<file path="src/rtl/prefetch_buffer.sv">
// prefetch_buffer: instruction fetch front end with a prefetch queue.
//
// Issues in-order, pipelined word requests to instruction memory. Returned words are
// buffered together with their PCs and presented one per cycle on the if->id register.
// A jump from decode flushes the queue. Responses that are still in flight are dropped
// as they return.
//
// Parameters:
//   DEPTH     queue entries; also the limit on in-flight plus buffered words (power of 2, >= 2)
//   RESET_PC  first fetch address after reset
//
// Ports:
//   clk, rst           clock; asynchronous active-high reset
//   jump, addr         redirect request and target from decode
//   stall              decode cannot accept; hold the if->id register
//   imem_req/addr      request valid and word address to instruction memory
//   imem_ready         memory accepts the request this cycle
//   imem_rvalid/rdata  in-order response word from instruction memory
//   pc_if_id           PC of the instruction presented to decode
//   ir_if_id           instruction presented to decode (0 when bubble)
//   valid_if_id        ir_if_id holds a real instruction
//
// Build option: define PREFETCH_BYPASS_EN to let a response that arrives while the queue
// is empty go straight into the if->id register, which saves one cycle of latency.

module prefetch_buffer #(
    parameter int unsigned DEPTH    = 4,
    parameter logic [31:0] RESET_PC = 32'h0000_0000
) (
    input  logic        clk,
    input  logic        rst,
    input  logic        jump,
    input  logic [31:0] addr,
    input  logic        stall,
    output logic        imem_req,
    output logic [31:0] imem_addr,
    input  logic        imem_ready,
    input  logic        imem_rvalid,
    input  logic [31:0] imem_rdata,
    output logic [31:0] pc_if_id,
    output logic [31:0] ir_if_id,
    output logic        valid_if_id
);

    localparam int unsigned PTR_W = $clog2(DEPTH);
    localparam int unsigned CNT_W = PTR_W + 1;
    localparam int unsigned SUM_W = CNT_W + 1;

    logic [31:0]      fetch_pc_q, fetch_pc_d;
    logic [31:0]      resp_pc_q, resp_pc_d;
    logic [CNT_W-1:0] count_q, count_d;
    logic [CNT_W-1:0] outstanding_q, outstanding_d;
    logic [CNT_W-1:0] discard_q, discard_d;
    logic [PTR_W-1:0] rd_ptr_q, rd_ptr_d;
    logic [PTR_W-1:0] wr_ptr_q, wr_ptr_d;
    logic [31:0]      pc_q, pc_d;
    logic [31:0]      ir_q, ir_d;
    logic             valid_q, valid_d;

    logic [31:0]      buf_pc [DEPTH];
    logic [31:0]      buf_ir [DEPTH];

    logic [SUM_W-1:0] in_use;
    logic             accept;
    logic             resp_keep;
    logic             bypass;
    logic             push;
    logic             pop;

    // Words held in the queue plus words still owed by memory. Capping this at DEPTH
    // guarantees every returning word has a free slot.
    assign in_use    = SUM_W'(count_q) + SUM_W'(outstanding_q);
    assign imem_req  = !rst && !jump && (in_use < SUM_W'(DEPTH));
    assign imem_addr = fetch_pc_q;
    assign accept    = imem_req && imem_ready;

    // A response that arrives in a jump cycle belongs to the old stream.
    assign resp_keep = imem_rvalid && !jump && (discard_q == '0);

`ifdef PREFETCH_BYPASS_EN
    assign bypass = resp_keep && !stall && (count_q == '0);
`else
    assign bypass = 1'b0;
`endif

    assign push = resp_keep && !bypass;
    assign pop  = !jump && !stall && (count_q != '0);

    always_comb begin
        fetch_pc_d    = fetch_pc_q;
        resp_pc_d     = resp_pc_q;
        outstanding_d = outstanding_q + CNT_W'(accept) - CNT_W'(imem_rvalid);
        discard_d     = discard_q;
        count_d       = count_q;
        rd_ptr_d      = rd_ptr_q;
        wr_ptr_d      = wr_ptr_q;
        pc_d          = pc_q;
        ir_d          = ir_q;
        valid_d       = valid_q;

        if (jump) begin
            fetch_pc_d = addr;
            resp_pc_d  = addr;
            // Every word still owed is stale. A word that arrives this cycle is already
            // dropped, so it is not counted again.
            discard_d  = outstanding_q - CNT_W'(imem_rvalid);
            count_d    = '0;
            rd_ptr_d   = '0;
            wr_ptr_d   = '0;
            ir_d       = '0;
            valid_d    = 1'b0;
        end else begin
            if (accept) begin
                fetch_pc_d = fetch_pc_q + 32'd4;
            end
            if (resp_keep) begin
                resp_pc_d = resp_pc_q + 32'd4;
            end
            if (imem_rvalid && (discard_q != '0)) begin
                discard_d = discard_q - CNT_W'(1);
            end
            if (push) begin
                wr_ptr_d = wr_ptr_q + PTR_W'(1);
            end
            if (pop) begin
                rd_ptr_d = rd_ptr_q + PTR_W'(1);
            end
            count_d = count_q + CNT_W'(push) - CNT_W'(pop);

            if (!stall) begin
                if (bypass) begin
                    pc_d    = resp_pc_q;
                    ir_d    = imem_rdata;
                    valid_d = 1'b1;
                end else if (count_q != '0) begin
                    pc_d    = buf_pc[rd_ptr_q];
                    ir_d    = buf_ir[rd_ptr_q];
                    valid_d = 1'b1;
                end else begin
                    ir_d    = '0;
                    valid_d = 1'b0;
                end
            end
        end
    end

    always_ff @(posedge clk or posedge rst) begin
        if (rst) begin
            fetch_pc_q    <= RESET_PC;
            resp_pc_q     <= RESET_PC;
            outstanding_q <= '0;
            discard_q     <= '0;
            count_q       <= '0;
            rd_ptr_q      <= '0;
            wr_ptr_q      <= '0;
            pc_q          <= '0;
            ir_q          <= '0;
            valid_q       <= 1'b0;
        end else begin
            fetch_pc_q    <= fetch_pc_d;
            resp_pc_q     <= resp_pc_d;
            outstanding_q <= outstanding_d;
            discard_q     <= discard_d;
            count_q       <= count_d;
            rd_ptr_q      <= rd_ptr_d;
            wr_ptr_q      <= wr_ptr_d;
            pc_q          <= pc_d;
            ir_q          <= ir_d;
            valid_q       <= valid_d;
        end
    end

    // Queue storage needs no reset; count_q tracks which entries are live.
    always_ff @(posedge clk) begin
        if (push) begin
            buf_pc[wr_ptr_q] <= resp_pc_q;
            buf_ir[wr_ptr_q] <= imem_rdata;
        end
    end

    assign pc_if_id    = pc_q;
    assign ir_if_id    = ir_q;
    assign valid_if_id = valid_q;

endmodule
</file>
<file path="config.mk">
export PLATFORM = sky130hd
export DESIGN_NAME = prefetch_buffer
export DESIGN_NICKNAME = d
export VERILOG_FILES = /design/src/rtl/prefetch_buffer.sv
export SDC_FILE = /design/constraint.sdc
export NUM_CORES = 1
export LEC_CHECK = 0
export CAP_MARGIN = 30
export CORE_MARGIN = 2
export CORE_UTILIZATION = 50
export CTS_CLUSTER_DIAMETER = 40
export DETAILED_ROUTE_END_ITERATION = 10
export GPL_ROUTABILITY_DRIVEN = 0
export PLACE_DENSITY = 0.77
export SLEW_MARGIN = 40
export SYNTH_ARGS = -nofsm -noshare
export SYNTH_HDL_FRONTEND = slang
export SYNTH_SLANG_ARGS = --single-unit
</file>
<file path="constraint.sdc">
create_clock -name clk -period 18.34 [get_ports clk]
set_clock_uncertainty 0.1 [all_clocks]
set_input_delay 4.585 -clock clk [delete_from_list [all_inputs] [get_ports clk]]
set_output_delay 4.585 -clock clk [all_outputs]
set_load 0.03 [all_outputs]
</file>
==> results of run 1 <==
==> cells by family after synthesis <==
group / count (synthesis) / share of synthesized area [%]
buffers and inverters: 71 / 1.96
and+or+nand+nor: 194 / 6.64
DFF: 398 / 70.5
adders and majority gates: 18 / 1.51
AOI/OAI and AO/OA: 108 / 4.79
xor gates and xnor gates: 44 / 2.42
muxes: 109 / 12.2
==> cells in the mapped netlist (7+ instances only) <==
cell	number	area [sq um]
a22o_1	32	280
and2_1	10	62.6
buf_1	7	26.3
buf_2	8	40.0
clkbuf_1	23	86.3
dfrtp_1	142	3550
edfxtp_1	256	7690
ha_1	16	200
inv_1	27	101
mux2_2	39	439
mux4_2	64	1440
nand2_1	54	203
nand3_1	30	150
nand4_1	18	113
nor2_1	29	109
nor3_1	11	55.1
o211ai_1	11	82.6
o21ai_0	29	145
xnor2_1	23	201
xor2_1	21	184
==> flip-flops by register name, summed over array words and instances (netlist names) <==
| name | cells |
|---|---|
| ir_if_id | 32 |
| pc_if_id | 32 |
| resp_pc_q | 32 |
| count_q | 3 |
| rd_ptr_q | 2 |
| buf_pc | 128 |
| valid_if_id | 1 |
| outstanding_q | 3 |
| discard_q | 3 |
| imem_addr | 32 |
| wr_ptr_q | 2 |
| buf_ir | 128 |
==> through the flow <==
| stage | area [sq um] | util (%) | hold slack, ns | total power (W) |
|---|---|---|---|---|
| 2_1_floorplan | 15900 | - | 0.376 | 0.00149 |
| 3_3_place_gp | 18000 | 57.1 | 0.360 | 0.00169 |
| 3_5_place_dp | 18200 | 57.7 | 0.369 | 0.00171 |
| 4_1_cts | 19800 | 62.9 | 0.407 | 0.00267 |
| 5_1_grt | 19800 | 62.9 | 0.414 | 0.00276 |
| 6_report | 19800 | 62.9 | 0.398 | 0.00265 |
==> where the power goes <==
part | internal, W | switching [W] | total, W
Combinational | 0.000269 | 0.000290 | 0.000558
Sequential | 0.00105 | 0.0000815 | 0.00113
Clock | 0.000574 | 0.000381 | 0.000955
==> per-layer routing <==
metal	part of all wire (%)	vias up
li1	-	4035
met1	43	4650
met2	49	337
met3	6.3	57
met4	2.1	0
met5	0	-
==> final cells by class <==
type                            count  area (sq um)
Clock buffer                       59          1310
Multi-Input combinational cell    473          4410
Clock inverter                     31           333
Sequential cell                   398         11200
Inverter                           29           116
Fill cell                        2203         11700
Tap cell                          402           503
Timing Repair Buffer              181          1890
==> worst max-delay path, stage by stage <==
cell             delay (ns)
clkdlybuf4s50_1        0.49
inv_8                  0.50
and3_1                 0.26
clkdlybuf4s50_1        0.67
==> how the worst max path moves through the flow <==
| stage | slack, ns | from | end |
|---|---|---|---|
| 2_1_floorplan | 5.43 | rst | imem_req |
| 3_3_place_gp | 6.93 | rst | imem_req |
| 3_5_place_dp | 7.08 | rst | imem_req |
| 4_1_cts | 7.07 | rst | imem_req |
| 5_1_grt | 6.99 | rst | imem_req |
| 6_report | 7.13 | rst | imem_req |
==> cells in the final DEF (no fill, tap or decap), types with 4 or more instances in the layout <==
cell and instances:
and3_1 6, ha_1 16, nand3_1 30, and2_1 6, mux4_2 64, nand2_1 54, nand2b_1 5, inv_8 6
o311ai_0 6, bufinv_16 4, clkdlybuf4s50_1 166, nor3_1 10, xnor2_1 23, clkinv_2 6, mux2_2 39, o21ai_1 6
clkbuf_1 7, nand4_1 18, buf_12 7, nor4_2 5, inv_6 7, edfxtp_1 256, a22o_1 32, dfrtp_1 140
a21oi_1 6, o21ai_0 29, inv_1 26, xor2_1 21, clkbuf_16 50, and2_4 4, mux2i_1 6, nor2_1 29
o211ai_1 11, nor4_1 4, clkinv_4 4, buf_6 4
==> results.sh, run 1 <==
export IMPL_insertion_delay_ns=0.55
export IMPL_num_vias=9079
export IMPL_synth_async_reset_ratio_pct=35.7
export IMPL_finalNetCount=1219
export IMPL_end_kind="primary output"
export IMPL_grt_max_degree=93
export IMPL_grt_use_met2_pct=33.1
export IMPL_holdPathEnd="ir_if_id[4]"
export IMPL_ios=168
export IMPL_crit_fanout=92
export IMPL_numCtsBuffers=48
export IMPL_slew_headroom_pct=45.0
export IMPL_required_ns=13.65
export IMPL_drc=0
export IMPL_syn_nets=1030
export IMPL_max_cap_violations=0
export IMPL_dpl_worst_slack_ns=7.08
export IMPL_post_drt_wl_per_cell_um=21.3
export IMPL_clk_pin_slew_worst_paths_ns=0.06
export IMPL_synth_cells=942
export IMPL_drt_iter0_drc=787
export IMPL_stdcell_count=1573
export IMPL_postRouteAntennaNets=0
export IMPL_seq_area_frac_synth_pct=70.5
export IMPL_hold_class="flop to flop"
export IMPL_holdCritStartpoint="ir_if_id[4]"
export IMPL_tightest_slew_ns=0.826
export IMPL_cts_tree="built"
export IMPL_dp_hpwl_um=20700
export IMPL_die_h_um=183
export IMPL_viasPerCell=5.77
export IMPL_synth_cell_type_count=57
export IMPL_initial_core_util_pct=50.6
export IMPL_ys_warn_count=0
export IMPL_path_class="primary input to primary output"
export IMPL_fin_crit_sh_pct=61.1
export IMPL_antenna_found_initial=0
export IMPL_p_per_area_nw_per_um2=134
export IMPL_grt_use_met3_pct=3.67
export IMPL_r2r_end="outstanding_q[2]"
export IMPL_area_growth_syn_to_layout_pct=24.3
export IMPL_grt_pass1_wl_um=53100
export IMPL_r2r_cells=10
export IMPL_worstSetupStartpointType="primary input"
export IMPL_wl_um=33500
export IMPL_root_buffer="clkbuf_16"
export IMPL_clock_sinks=398
export IMPL_timing_rr_start="outstanding_q[2]"
export IMPL_tns_ns=0
export IMPL_max_freq_mhz=89.2
export IMPL_htree_levels=2
export IMPL_overflow=0
export IMPL_cp_arrival_ns=6.53
export IMPL_netlist_area_sq_um=15900
export IMPL_drive_above_1_share_pct=19.4
export IMPL_holdPathStages=1
export IMPL_worst_slack_ns=7.13
export IMPL_syn_area_per_cell_sq_um=16.9
export IMPL_synth_enable_flop_cells=256
export IMPL_p_leak_nw=7.09
export IMPL_vdd_drop_max_v=0.0000933
export IMPL_row_count=65
export IMPL_ctsHoldBuffers=0
export IMPL_r2r_setup_slack_ns=14.80
export IMPL_grt_busiest_layer="met2"
export IMPL_grtUsageTotal_pct=20.6
export IMPL_antennaDiodeCount=0
export IMPL_cts_resized=0
export IMPL_grt_pass1_vias=9436
export IMPL_die_width_um=183
export IMPL_met1_usage_pct=29.3
export IMPL_dr_pass1_iters=8
export IMPL_rsz0062_at_grt="no"
export IMPL_finalHoldViolCount=0
export IMPL_coreArea_sq_um=31500
export IMPL_layout_min_cycle_time_ns=11.21
export IMPL_die_area_sq_um=33300
export IMPL_place_inst=1483
export IMPL_drv_slew=0
export IMPL_finalSetupViolCount=0
export IMPL_yosys_register_bits=398
export IMPL_postCtsSetupRepairBufs=0
export IMPL_cts_path_max_buffers=3
export IMPL_numPortBuffers=167
export IMPL_outcome="completed"
export IMPL_synthFlopType="edfxtp_1"
Note: power is estimated with default switching activity, not from simulation.
==> run 2: changes to the inputs <==
==> constraint.sdc (replaced) <==
create_clock -name clk -period 11.35 [get_ports clk]
set_clock_uncertainty 0.1 [all_clocks]
set_input_delay 2.8375 -clock clk [delete_from_list [all_inputs] [get_ports clk]]
set_output_delay 2.8375 -clock clk [all_outputs]
set_load 0.03 [all_outputs]
==> run 2 against run 1 <==
  * Cell count decreased by 0.13%
  * Final area shrank 0.64%
  * Non-clock buffer count rose by 2
  * Clock-buffer cell count down 5
  * Power is 58% higher
  * Register-to-register slack lost 7.0 ns
  * First-iteration DRC count grew 0.89%
==> results.sh, run 2 (synthesis gave the netlist of run 1 again) <==
export IMPL_antennaDiodeCount=0
export IMPL_insertion_delay_ns=0.55
export IMPL_area_growth_syn_to_layout_pct=23.5
export IMPL_tns_ns=0
export IMPL_crit_chain="clkdlybuf4s50_1, inv_6, and3_1, clkdlybuf4s50_1"
export IMPL_seqPwrFrac_pct=43.8
export IMPL_drc=0
export IMPL_r2r_cells=10
export IMPL_coreArea_sq_um=31500
export IMPL_fin_crit_sh_pct=65.7
export IMPL_root_buffer="clkbuf_16"
export IMPL_mostFrequentLayoutCell="edfxtp_1"
export IMPL_reg_top3="buf_ir x128, buf_pc x128"
export IMPL_postRouteAntennaNets=0
export IMPL_antenna_found_initial=0
export IMPL_path_class="primary input to primary output"
export IMPL_cp_num_buf_inv=3
export IMPL_end_kind="primary output"
export IMPL_grt_pass1_vias=9286
export IMPL_p_total_w=0.00418
export IMPL_switching_power_w=0.00119
export IMPL_netSwitchingFraction_pct=28.6
export IMPL_whs_ns=0.396
export IMPL_required_ns=8.41
export IMPL_htree_levels=2
export IMPL_grt_pass1_wl_um=52400
export IMPL_num_fill_cells=2223
export IMPL_viasPerCell=5.79
export IMPL_cpMostUsedCell="clkdlybuf4s50_1"
export IMPL_die_width_um=183
export IMPL_ios=168
export IMPL_tightest_slew_ns=0.795
export IMPL_clock_sinks=398
export IMPL_cp_top_family="buffers and inverters"
export IMPL_cp_num_cells=4
export IMPL_dpl_worst_slack_ns=3.54
export IMPL_die_area_sq_um=33300
export IMPL_outcome="completed"
export IMPL_crit_fanout=35
export IMPL_clock_power_share_pct=34.7
export IMPL_drt_iter0_drc=794
export IMPL_clk_pin_slew_worst_paths_ns=0.06
export IMPL_grt_max_degree=75
export IMPL_cts_path_max_buffers=3
export IMPL_row_count=65
export IMPL_finalHoldViolCount=0
export IMPL_numPortBuffers=167
export IMPL_wl_um=33500
export IMPL_finalSetupViolCount=0
export IMPL_grtUsageTotal_pct=20.3
export IMPL_post_drt_wl_per_cell_um=21.3
export IMPL_rsz0062_at_grt="no"
export IMPL_layout_common_cells="256 x edfxtp_1, 166 x clkdlybuf4s50_1, 140 x dfrtp_1"
export IMPL_numCtsBuffers=46
export IMPL_vdd_drop_max_v=0.000116
export IMPL_crit_path_end="imem_req"
export IMPL_worstSetupStartpointType="primary input"
export IMPL_timing_rr_start="count_q[1]"
export IMPL_cts_resized=0
export IMPL_dp_hpwl_um=20900
export IMPL_drv_slew=0
export IMPL_postCtsSetupRepairBufs=0
export IMPL_worst_slack_ns=3.89
export IMPL_dr_pass1_iters=5
export IMPL_comb_power_share_pct=21.5
export IMPL_slew_headroom_pct=47.0
export IMPL_p_per_area_nw_per_um2=212
export IMPL_p_int_w=0.00298
export IMPL_layout_min_cycle_time_ns=7.46
export IMPL_drive_above_1_share_pct=19.1
export IMPL_die_h_um=183
export IMPL_r2r_setup_slack_ns=7.84
export IMPL_slowest_delay_ns=0.67
export IMPL_ctsHoldBuffers=0
export IMPL_hold_class="flop to flop"
export IMPL_cp_startpoint="rst"
export IMPL_overflow=0
export IMPL_initial_core_util_pct=50.6
export IMPL_max_freq_mhz=134
export IMPL_p_leak_nw=7.04
export IMPL_cts_tree="built"
export IMPL_finalNetCount=1219
export IMPL_num_vias=9089
export IMPL_r2r_end="outstanding_q[2]"
export IMPL_max_cap_violations=0
export IMPL_slowest_stage="clkdlybuf4s50_1"
export IMPL_cp_arrival_ns=4.52
run 2: changes by cell type in the layout (fill, tap and decap cells not counted), moves of 2 or more:
cell,previous run,this run
buf_4,2,5
clkbuf_1,7,5
clkbuf_16,50,46
clkinv_1,3,6
inv_6,7,9
inv_8,6,3
run 2: routing by layer:
layer	up-vias	share of wire [%]	GRT usage, %
met5	-	0	0
met2	315	50	33.7
met1	4703	43	28.5
met3	45	6.0	3.23
met4	0	1.8	5.16
li1	4026	-	-
run 2: worst min-delay path by stage:
stage / cells past startpoint / from / end
floorplan: 0 / resp_pc_q[0] / buf_pc[0][0]
global placement: 1 / valid_if_id / valid_if_id
detailed placement: 1 / ir_if_id[18] / ir_if_id[18]
CTS: 1 / valid_if_id / valid_if_id
global route: 1 / valid_if_id / valid_if_id
finish: 1 / valid_if_id / valid_if_id
run 2: power groups by stage:
stage,registers (W),logic [W],clock network [W]
3_5_place_dp,0.00186,0.000909,0
6_report,0.00183,0.000900,0.00145
3_3_place_gp,0.00185,0.000887,0
5_1_grt,0.00185,0.000961,0.00153
2_1_floorplan,0.00199,0.000427,0
4_1_cts,0.00183,0.000913,0.00147
run 2: layout make-up:
type                       instances  area (sq um)  share of cell area [%]
inverter                          29           114                   0.578
clock buffer                      54          1210                    6.15
multi-input combinational        473          4410                    22.4
clock inverter                    32           305                    1.55
tap                              402           503                    2.56
timing repair buffer             183          1900                    9.64
sequential                       398         11200                    57.1
run 2: through the flow:
step / cells / cell area [sq um] / util [%]
after global routing: 1571 / 19700 / 62.5
after global placement: 1477 / 18000 / 57.2
after CTS: 1570 / 19700 / 62.5
after floorplan: 942 / 15900 / -
after detailed placement: 1484 / 18100 / 57.7
final: 1571 / 19700 / 62.5
==> run 3: changes to the inputs <==
--- a/config.mk
+++ b/config.mk
@@ -11,7 +11,7 @@
 export CTS_CLUSTER_DIAMETER = 40
 export DETAILED_ROUTE_END_ITERATION = 10
 export GPL_ROUTABILITY_DRIVEN = 0
-export PLACE_DENSITY = 0.77
+export PLACE_DENSITY = 0.8
 export SLEW_MARGIN = 40
 export SYNTH_ARGS = -nofsm -noshare
 export SYNTH_HDL_FRONTEND = slang
==> constraint.sdc (replaced) <==
create_clock -name clk -period 6 [get_ports clk]
set_clock_uncertainty 0.1 [all_clocks]
set_input_delay 1.5 -clock clk [delete_from_list [all_inputs] [get_ports clk]]
set_output_delay 1.5 -clock clk [all_outputs]
set_load 0.03 [all_outputs]
==> run 3 against run 2 <==
  * Via count grew 0.11%
  * Register-to-register slack worse by 5.4 ns
  * Cell count is 0.19% lower
  * Die area is the same
==> results.sh, run 3 (synthesis gave the netlist of run 1 again) <==
export IMPL_outcome="completed"
export IMPL_postRouteAntennaNets=0
export IMPL_cp_arrival_ns=2.89
export IMPL_max_cap_violations=0
export IMPL_grt_max_degree=143
export IMPL_rsz0062_at_grt="no"
export IMPL_die_width_um=183
export IMPL_numCtsBuffers=46
export IMPL_cp_top_family="buffers and inverters"
export IMPL_seqPwrFrac_pct=44.2
export IMPL_r2r_cells=10
export IMPL_cts_resized=0
export IMPL_drv_slew=0
export IMPL_clock_power_share_pct=34.6
export IMPL_r2r_end="outstanding_q[2]"
export IMPL_comb_power_share_pct=21.2
export IMPL_switching_power_w=0.00225
export IMPL_grt_pass1_wl_um=52800
export IMPL_slowest_delay_ns=0.59
export IMPL_p_leak_nw=7.03
export IMPL_stdcell_count=1568
export IMPL_dr_pass1_iters=5
export IMPL_fin_crit_sh_pct=74.8
export IMPL_crit_chain="clkdlybuf4s50_1, clkinvlp_4, and3_1, clkdlybuf4s50_1"
export IMPL_numPortBuffers=167
export IMPL_cp_num_cells=4
export IMPL_initial_core_util_pct=50.6
export IMPL_mostFrequentLayoutCell="edfxtp_1"
export IMPL_finalHoldViolCount=0
export IMPL_required_ns=4.40
export IMPL_num_fill_cells=2201
export IMPL_timing_rr_start="count_q[1]"
export IMPL_hold_class="flop to flop"
export IMPL_root_buffer="clkbuf_16"
export IMPL_tightest_slew_ns=0.884
export IMPL_dp_hpwl_um=20900
export IMPL_wl_um=33500
export IMPL_die_h_um=183
export IMPL_slew_headroom_pct=40.5
export IMPL_layout_min_cycle_time_ns=4.49
export IMPL_drt_iter0_drc=815
export IMPL_antennaDiodeCount=0
export IMPL_layout_common_cells="256 x edfxtp_1, 166 x clkdlybuf4s50_1, 140 x dfrtp_1"
export IMPL_postCtsSetupRepairBufs=0
export IMPL_ios=168
export IMPL_finalNetCount=1217
export IMPL_cpMostUsedCell="clkdlybuf4s50_1"
export IMPL_cp_startpoint="rst"
export IMPL_viasPerCell=5.80
export IMPL_crit_fanout=3
export IMPL_placed_area_sq_um=18100
export IMPL_overflow=0
export IMPL_p_int_w=0.00565
export IMPL_path_class="primary input to primary output"
export IMPL_antenna_found_initial=0
export IMPL_p_per_area_nw_per_um2=401
export IMPL_cts_tree="built"
export IMPL_place_inst=1482
export IMPL_crit_path_end="imem_req"
export IMPL_insertion_delay_ns=0.54
export IMPL_finalSetupViolCount=0
export IMPL_row_count=65
export IMPL_worstSetupStartpointType="primary input"
export IMPL_die_area_sq_um=33300
export IMPL_clk_pin_slew_worst_paths_ns=0.06
export IMPL_coreArea_sq_um=31500
export IMPL_final_area_sq_um=19700
export IMPL_vdd_drop_max_v=0.000229
export IMPL_max_freq_mhz=223
export IMPL_grtUsageTotal_pct=20.5
export IMPL_cp_num_buf_inv=3
export IMPL_drive_above_1_share_pct=18.9
export IMPL_area_growth_syn_to_layout_pct=23.5
export IMPL_post_drt_wl_per_cell_um=21.4
export IMPL_clock_sinks=398
export IMPL_grt_pass1_vias=9215
export IMPL_p_total_w=0.00790
export IMPL_netSwitchingFraction_pct=28.5
export IMPL_tns_ns=0
export IMPL_reg_top3="buf_ir x128, buf_pc x128"
export IMPL_num_vias=9099
export IMPL_r2r_setup_slack_ns=2.44
export IMPL_end_kind="primary output"
export IMPL_htree_levels=2
export IMPL_drc=0
export IMPL_cts_path_max_buffers=3
export IMPL_slowest_stage="clkdlybuf4s50_1"
export IMPL_ctsHoldBuffers=0
-- run 3: worst min-delay path by stage --
stage	from	end	slack, ns	depth (start not counted)
2_1_floorplan	resp_pc_q[0]	buf_pc[0][0]	0.38	0
3_3_place_gp	valid_if_id	valid_if_id	0.36	1
3_5_place_dp	ir_if_id[0]	ir_if_id[0]	0.39	1
4_1_cts	ir_if_id[31]	ir_if_id[31]	0.41	1
5_1_grt	ir_if_id[20]	ir_if_id[20]	0.41	1
6_report	ir_if_id[31]	ir_if_id[31]	0.40	1
-- run 3: per-stage QoR --
stage / hold slack [ns] / util, % / setup slack, ns
floorplan: 0.376 / - / 0.260
global placement: 0.361 / 57.2 / 1.50
detailed placement: 0.390 / 57.6 / 1.45
CTS: 0.407 / 62.4 / 1.49
global route: 0.413 / 62.5 / 1.44
finish: 0.399 / 62.5 / 1.51
-- run 3: power by group through the flow --
stage	logic [W]	registers [W]	clock network, W
after floorplan	0.000808	0.00376	0
after global placement	0.00165	0.00353	0
after detailed placement	0.00169	0.00354	0
after CTS	0.00170	0.00349	0.00277
after global routing	0.00180	0.00353	0.00288
final	0.00168	0.00349	0.00273
-- run 3: layer usage --
metal / up-vias / track usage, % / wire length [um]
li1: 4028 / - / -
met1: 4627 / 28.9 / 14000
met2: 383 / 33.4 / 16300
met3: 61 / 3.43 / 2390
met4: 0 / 6.03 / 781
met5: - / 0 / 0
-- run 3: cell type report --
class / count / area [sq um] / share of cell area, %
Tap cell: 402 / 503 / 2.56
Multi-Input combinational cell: 473 / 4410 / 22.4
Inverter: 29 / 113 / 0.572
Clock buffer: 57 / 1270 / 6.43
Timing Repair Buffer: 181 / 1890 / 9.61
Sequential cell: 398 / 11200 / 57.1
Clock inverter: 28 / 251 / 1.28
